File: src/rtl/pmem_req_scheduler.sv
// Arbitrates the single cacheline-adaptor line port among I-miss, D-miss and
// the stream-buffer prefetcher: one owner per transaction, D-first with I anti-starvation.
module pmem_req_scheduler #(
  parameter int STARVE_LIMIT = 4,
  parameter bit PF_ENABLE    = 1'b1
) (
  input  logic         clk,
  input  logic         rst,
  input  logic [31:0]  i_addr,
  input  logic         i_read,
  output logic         i_resp,
  input  logic [31:0]  d_addr,
  input  logic [255:0] d_wdata,
  input  logic         d_read,
  input  logic         d_write,
  output logic         d_resp,
  input  logic [31:0]  pf_addr,
  input  logic         pf_read,
  output logic         pf_resp,
  output logic [255:0] line_rdata,
  output logic [31:0]  c_addr,
  output logic [255:0] c_wdata,
  output logic         c_read,
  output logic         c_write,
  input  logic [255:0] c_rdata,
  input  logic         c_resp,
  output logic [1:0]   owner,
  output logic         busy
);

  typedef enum logic [2:0] {IDLE, OWN_I, OWN_D, OWN_PF, DONE} state_t;

  localparam logic [3:0] LIMIT = 4'(STARVE_LIMIT);

  state_t     state, state_nxt;
  logic [3:0] starve_cnt, starve_nxt;
  logic       pf_req, d_req, i_forced;

  assign pf_req     = PF_ENABLE ? pf_read : 1'b0;
  assign d_req      = d_read | d_write;
  assign i_forced   = (starve_cnt == LIMIT) && i_read;
  assign line_rdata = c_rdata;
  assign busy       = (state != IDLE);

  always_ff @(posedge clk) begin
    if (rst) begin
      state      <= IDLE;
      starve_cnt <= 4'd0;
    end else begin
      state      <= state_nxt;
      starve_cnt <= starve_nxt;
    end
  end

  always_comb begin
    state_nxt  = state;
    starve_nxt = starve_cnt;
    c_addr     = 32'd0;
    c_wdata    = 256'd0;
    c_read     = 1'b0;
    c_write    = 1'b0;
    i_resp     = 1'b0;
    d_resp     = 1'b0;
    pf_resp    = 1'b0;
    owner      = 2'd0;
    case (state)
      IDLE: begin
        if (d_req && !i_forced) begin
          state_nxt  = OWN_D;
          starve_nxt = !i_read ? 4'd0 :
                       (starve_cnt >= LIMIT) ? LIMIT : starve_cnt + 4'd1;
        end else if (i_read) begin
          state_nxt  = OWN_I;
          starve_nxt = 4'd0;
        end else if (pf_req) begin
          state_nxt  = OWN_PF;
        end
      end
      // Owner inputs are passed through live; a dropped request just idles the
      // adaptor and only c_resp ends the transaction.
      OWN_I: begin
        owner  = 2'd1;
        c_addr = i_addr;
        c_read = i_read;
        if (c_resp) begin
          i_resp    = !rst;
          state_nxt = DONE;
        end
      end
      OWN_D: begin
        owner   = 2'd2;
        c_addr  = d_addr;
        c_wdata = d_wdata;
        c_write = d_write;
        c_read  = d_read & ~d_write;
        if (c_resp) begin
          d_resp    = !rst;
          state_nxt = DONE;
        end
      end
      OWN_PF: begin
        owner  = 2'd3;
        c_addr = pf_addr;
        c_read = pf_read;
        if (c_resp) begin
          pf_resp   = !rst;
          state_nxt = DONE;
        end
      end
      DONE:    state_nxt = IDLE;
      default: state_nxt = IDLE;
    endcase
  end

endmodule

File: config.mk
export PLATFORM = sky130hd
export DESIGN_NAME = pmem_req_scheduler
export DESIGN_NICKNAME = d
export VERILOG_FILES = /design/src/rtl/pmem_req_scheduler.sv
export SDC_FILE = /design/constraint.sdc
export NUM_CORES = 1
export LEC_CHECK = 0
export CORE_AREA = 2 2 461 463
export CTS_CLUSTER_SIZE = 8
export DETAILED_ROUTE_END_ITERATION = 10
export DIE_AREA = 0 0 463 465
export PLACE_DENSITY = 0.3
export RECOVER_POWER = 25
export SLEW_MARGIN = 30
export SYNTH_ARGS = -nofsm -noshare
export SYNTH_HDL_FRONTEND = slang
export SYNTH_SLANG_ARGS = --single-unit
File: constraint.sdc
create_clock -name clk -period 2.2 [get_ports clk]
set_input_delay 0.55 -clock clk [delete_from_list [all_inputs] [get_ports clk]]
set_output_delay 0.55 -clock clk [all_outputs]
set_load 0.01 [all_outputs]
==> metrics.md <==
| Metric | Value |
|---|---|
| Reg area | roughly 150 µm² |
| DRT Wirelength | roughly 160,000 µm |
| Worst vdd ir | roughly 180 µV |
| Clock Latency Late Sink | 230 ps |
| Number of port buffers | 654 |
| Buf/Inv on CP | 5 |
| Post-synth EDFFs | 0 |
| Tmin final | 2500 ps |
| Hold Vio Cnt, Final | 0 |
| Final Setup Violations | 243 |
| Final worst-path cycle share | 114% |
| Largest area contributor in the netlist | buf_4 |
| Slew Viols, Final | 0 |
| Critical path launch point type | flip-flop |
| All-Layer GR Usage | 13.7% |
| Via count | 8,761 |
| Clock skew | 1.48 ps |
| DR pass1 iterations | 5 |
| PD cells | between 300 and 400 nW/µm² |
| Worst-case clock buffer depth | 2 |
| Worst Tran Pin Value | 667 ps |
| Post-synthesis sequential area ratio | 2.78% |
| Reg2reg start | state[1]$_SDFFE_PP0P_ |
| WS Path Type | flip-flop to primary output |
| Synth Warn # | 0 |
| Total gr overflow | 0 |
| Post-synthesis mux area share | between 7 and 8% |
| Asr flop ratio synth | 0% |
| Mapped Area | 5040 µm² |
| Setup WS post-layout | -302 ps |
| Leakage power | 0.00629 µW |
| CTS Buf Count | 3 |
| Hold Path Depth | 2 |
| Util after Layout | 7.99% |
| R2R depth | 7 |
| Synth Instances | 735 |
| Status | finished with violations |
| Area contributors post-synth | buf_4 (39%), and3_1 (32%), mux2_2 (7.4%) |
| Number of max-cap violations | 0 |
| Die width | 463 µm |
| Die footprint | 215,000 µm² |
| Worst EP required | 1650 ps |
| Initial DRC count | 364 |
| Worst hold slack | 504 ps |
| CTS clock-pin slew for the worst setup and hold paths | 40 ps |
| Crit-path cells | buf_12, buf_12, buf_16, buf_8, mux2_2, a22oi_2, nor2_1, buf_4 |
| Fillers | 24,600 |
| Post-synthesis compound-gate area fraction | 6.75% |
| Failing checks | setup timing |
| Initial antenna violation count | between 200 and 250 |
| CTS tree | built |
| CP max FO | 3 |
| Largest delay share family, worst path | buffers and inverters |
| Avg WL per Cell | 38.3 µm |
| Antenna Nets Post-Route | 0 |
| Finished Layout Cells | slightly above 4,000 |
| Clk sinks | 7 |
| Largest family of logic cells by synthesized area | buffers and inverters |
| Placed cell count | 3,939 |
| Element type at the critical path end | primary output |
| First-pass GRT wire length | 174,000 µm |
| Seq cells post-synth | 7 |
| R2R setup slack | 560 ps |
| Initial Util | 2.39% |
| Core Rows | approximately 170 |
| Area of the multi-input gates | 3530 µm² |
| Post-Synth Adder-Cell Area | 0.497% |
| Syn Area/Cell | a little under 7 µm² |
| Crit-path slowest cell | dfxtp_4 |
| Share of post-route cells with drive strength above 1 | between 50% and 60% |
| Vias per std cell | between 2 and 2.5 |
| Delay of the slowest cell on the worst path | approximately 350 ps |
| Pin count of the biggest net entering global routing | 39 |
| IO Count | 1,167 |
| Mapped Nets | 1,352 |
| GP Congestion | 0.764 |
| Fmax | between 300 and 400 MHz |
| Simple-Gate Fraction of Synth Area | 37.4% |
| Most frequent CP cell | buf_12 |
| Vias in the first global route | 7,988 |
| Worst hold path type | flip-flop to flip-flop |
| Post-synthesis xor/xnor area fraction | 0% |
| Ys flop type | dfxtp_1 |
| Worst Min Path Start | starve_cnt[0]$_SDFFE_PP0P_ |
| Reg2Reg Capture Point | state[0]$_SDFFE_PP0P_ |
| Root Driver | clkbuf_16 |
| Slew margin rel. | between 50 and 60% |
| Area delta synth->final | 234% |
| Commonest non-fill, non-tap cell in the layout | clkdlybuf4s50_1 |
| WHS Endpoint | starve_cnt[0]$_SDFFE_PP0P_ |
| Nets | about 1,800 |
| Post-synthesis cell type count | 35 |
| CP arrival | 1950 ps |
| Drt drc | 0 |
| Synth top area share | around 39% |
| Commonest cells after routing, fill and taps aside | clkdlybuf4s50_1 (351), and3_1 (133), buf_12 (131) |
| H-Tree Depth | 1 |
| RSZ-0062 raised after global routing | yes |
| Chip Height | 465 µm |
| Detailed Place HPWL | 142,000 µm |
| Core area | roughly 210,000 µm² |
-- cell usage after synthesis, types with 3 or more instances --
cell and instances:
a21oi_1 3, a22oi_1 32, and3_1 256, buf_2 4, buf_4 261, buf_6 5, clkbuf_1 58, dfxtp_1 7
inv_1 3, inv_2 3, mux2_2 33, nand2b_1 3, nor2_1 36, nor3_1 5
-- timing repair --
| action | CTS | global route |
|---|---|---|
| setup endpoints to repair | 276 | 254 |
| gates resized for setup | 587 | 386 |
| pin swaps | 15 | 48 |
| cloned | 17 | 12 |
| hold buffers | 0 | 0 |
| buffers inserted | 35 | 33 |
-- where the power goes --
group | switching [µW] | internal, µW
logic | 2420 | 3050
clock network | 64.2 | 241
registers | 8.29 | 137
total | 2490 | 3430
-- layout make-up --
class | instances | share of cell area (%)
multi-input combinational | 394 | 20.9
inverter | 6 | 0.364
clock buffer | 4 | 0.468
timing repair buffer | 802 | 55.4
sequential | 7 | 0.884
antenna | 57 | 0.846
tap | 2821 | 20.9
timing repair inverter | 1 | 0.119
-- through the flow --
step / setup slack (ps) / total power (µW) / setup TNS [ps] / cell area (µm²)
final: -302 / 5920 / -23800 / 16900
after detailed placement: -490 / 4590 / -30270 / 14400
after global routing: -309 / 6220 / -39830 / 16700
after floorplan: 411 / 1770 / 0 / 5040
after CTS: -318 / 5530 / -17530 / 15700
after global placement: -539 / 4600 / -31020 / 14400
-- routing by layer --
metal  vias to the layer above  global-route usage (%)  routed length (µm)  share of wire, %
met3                       432                    16.1               36700                23
met2                       992                    21.7               68600                44
met1                      3791                    10.6               44100                28
met4                       190                    4.17                6010               3.8
met5                         -                   0.285                1340              0.86
li1                       3356                       -                   -                 -
-- kinds of logic (layout without fill, tap and decap cells) --
logic type / Yosys count / in the layout
muxes: 33 / 33
and+or+nand+nor: 313 / 313
other: 0 / 57
DFF: 7 / 7
adders and majority gates: 2 / 2
AOI/OAI and AO/OA: 46 / 46
buffers and inverters: 334 / 813
-- sequential cells by signal, indices dropped and copies added, names as in the netlist --
| name | count |
|---|---|
| starve_cnt | 4 |
| state | 3 |
-- worst register-to-register path, cell delays in order, from the launching register on --
cell and delay [ps]:
dfxtp_4 340, buf_4 130, buf_8 130, buf_6 130, nor3_4 270, inv_2 140, a21o_1 180, a221oi_2 210
-- how the worst max path moves through the flow --
stage                     cells after the start         end  slack, ps                   from
after floorplan                               5   c_addr[0]        410  state[1]$_SDFFE_PP0P_
after global placement                        5  c_addr[13]       -540             i_addr[13]
after detailed placement                      5  c_addr[13]       -490            pf_addr[13]
after CTS                                     8  c_addr[28]       -320  state[1]$_SDFFE_PP0P_
after global routing                          8  c_addr[28]       -310  state[1]$_SDFFE_PP0P_
final                                         8  c_addr[28]       -300  state[1]$_SDFFE_PP0P_
(Power assumes the default switching activity.)
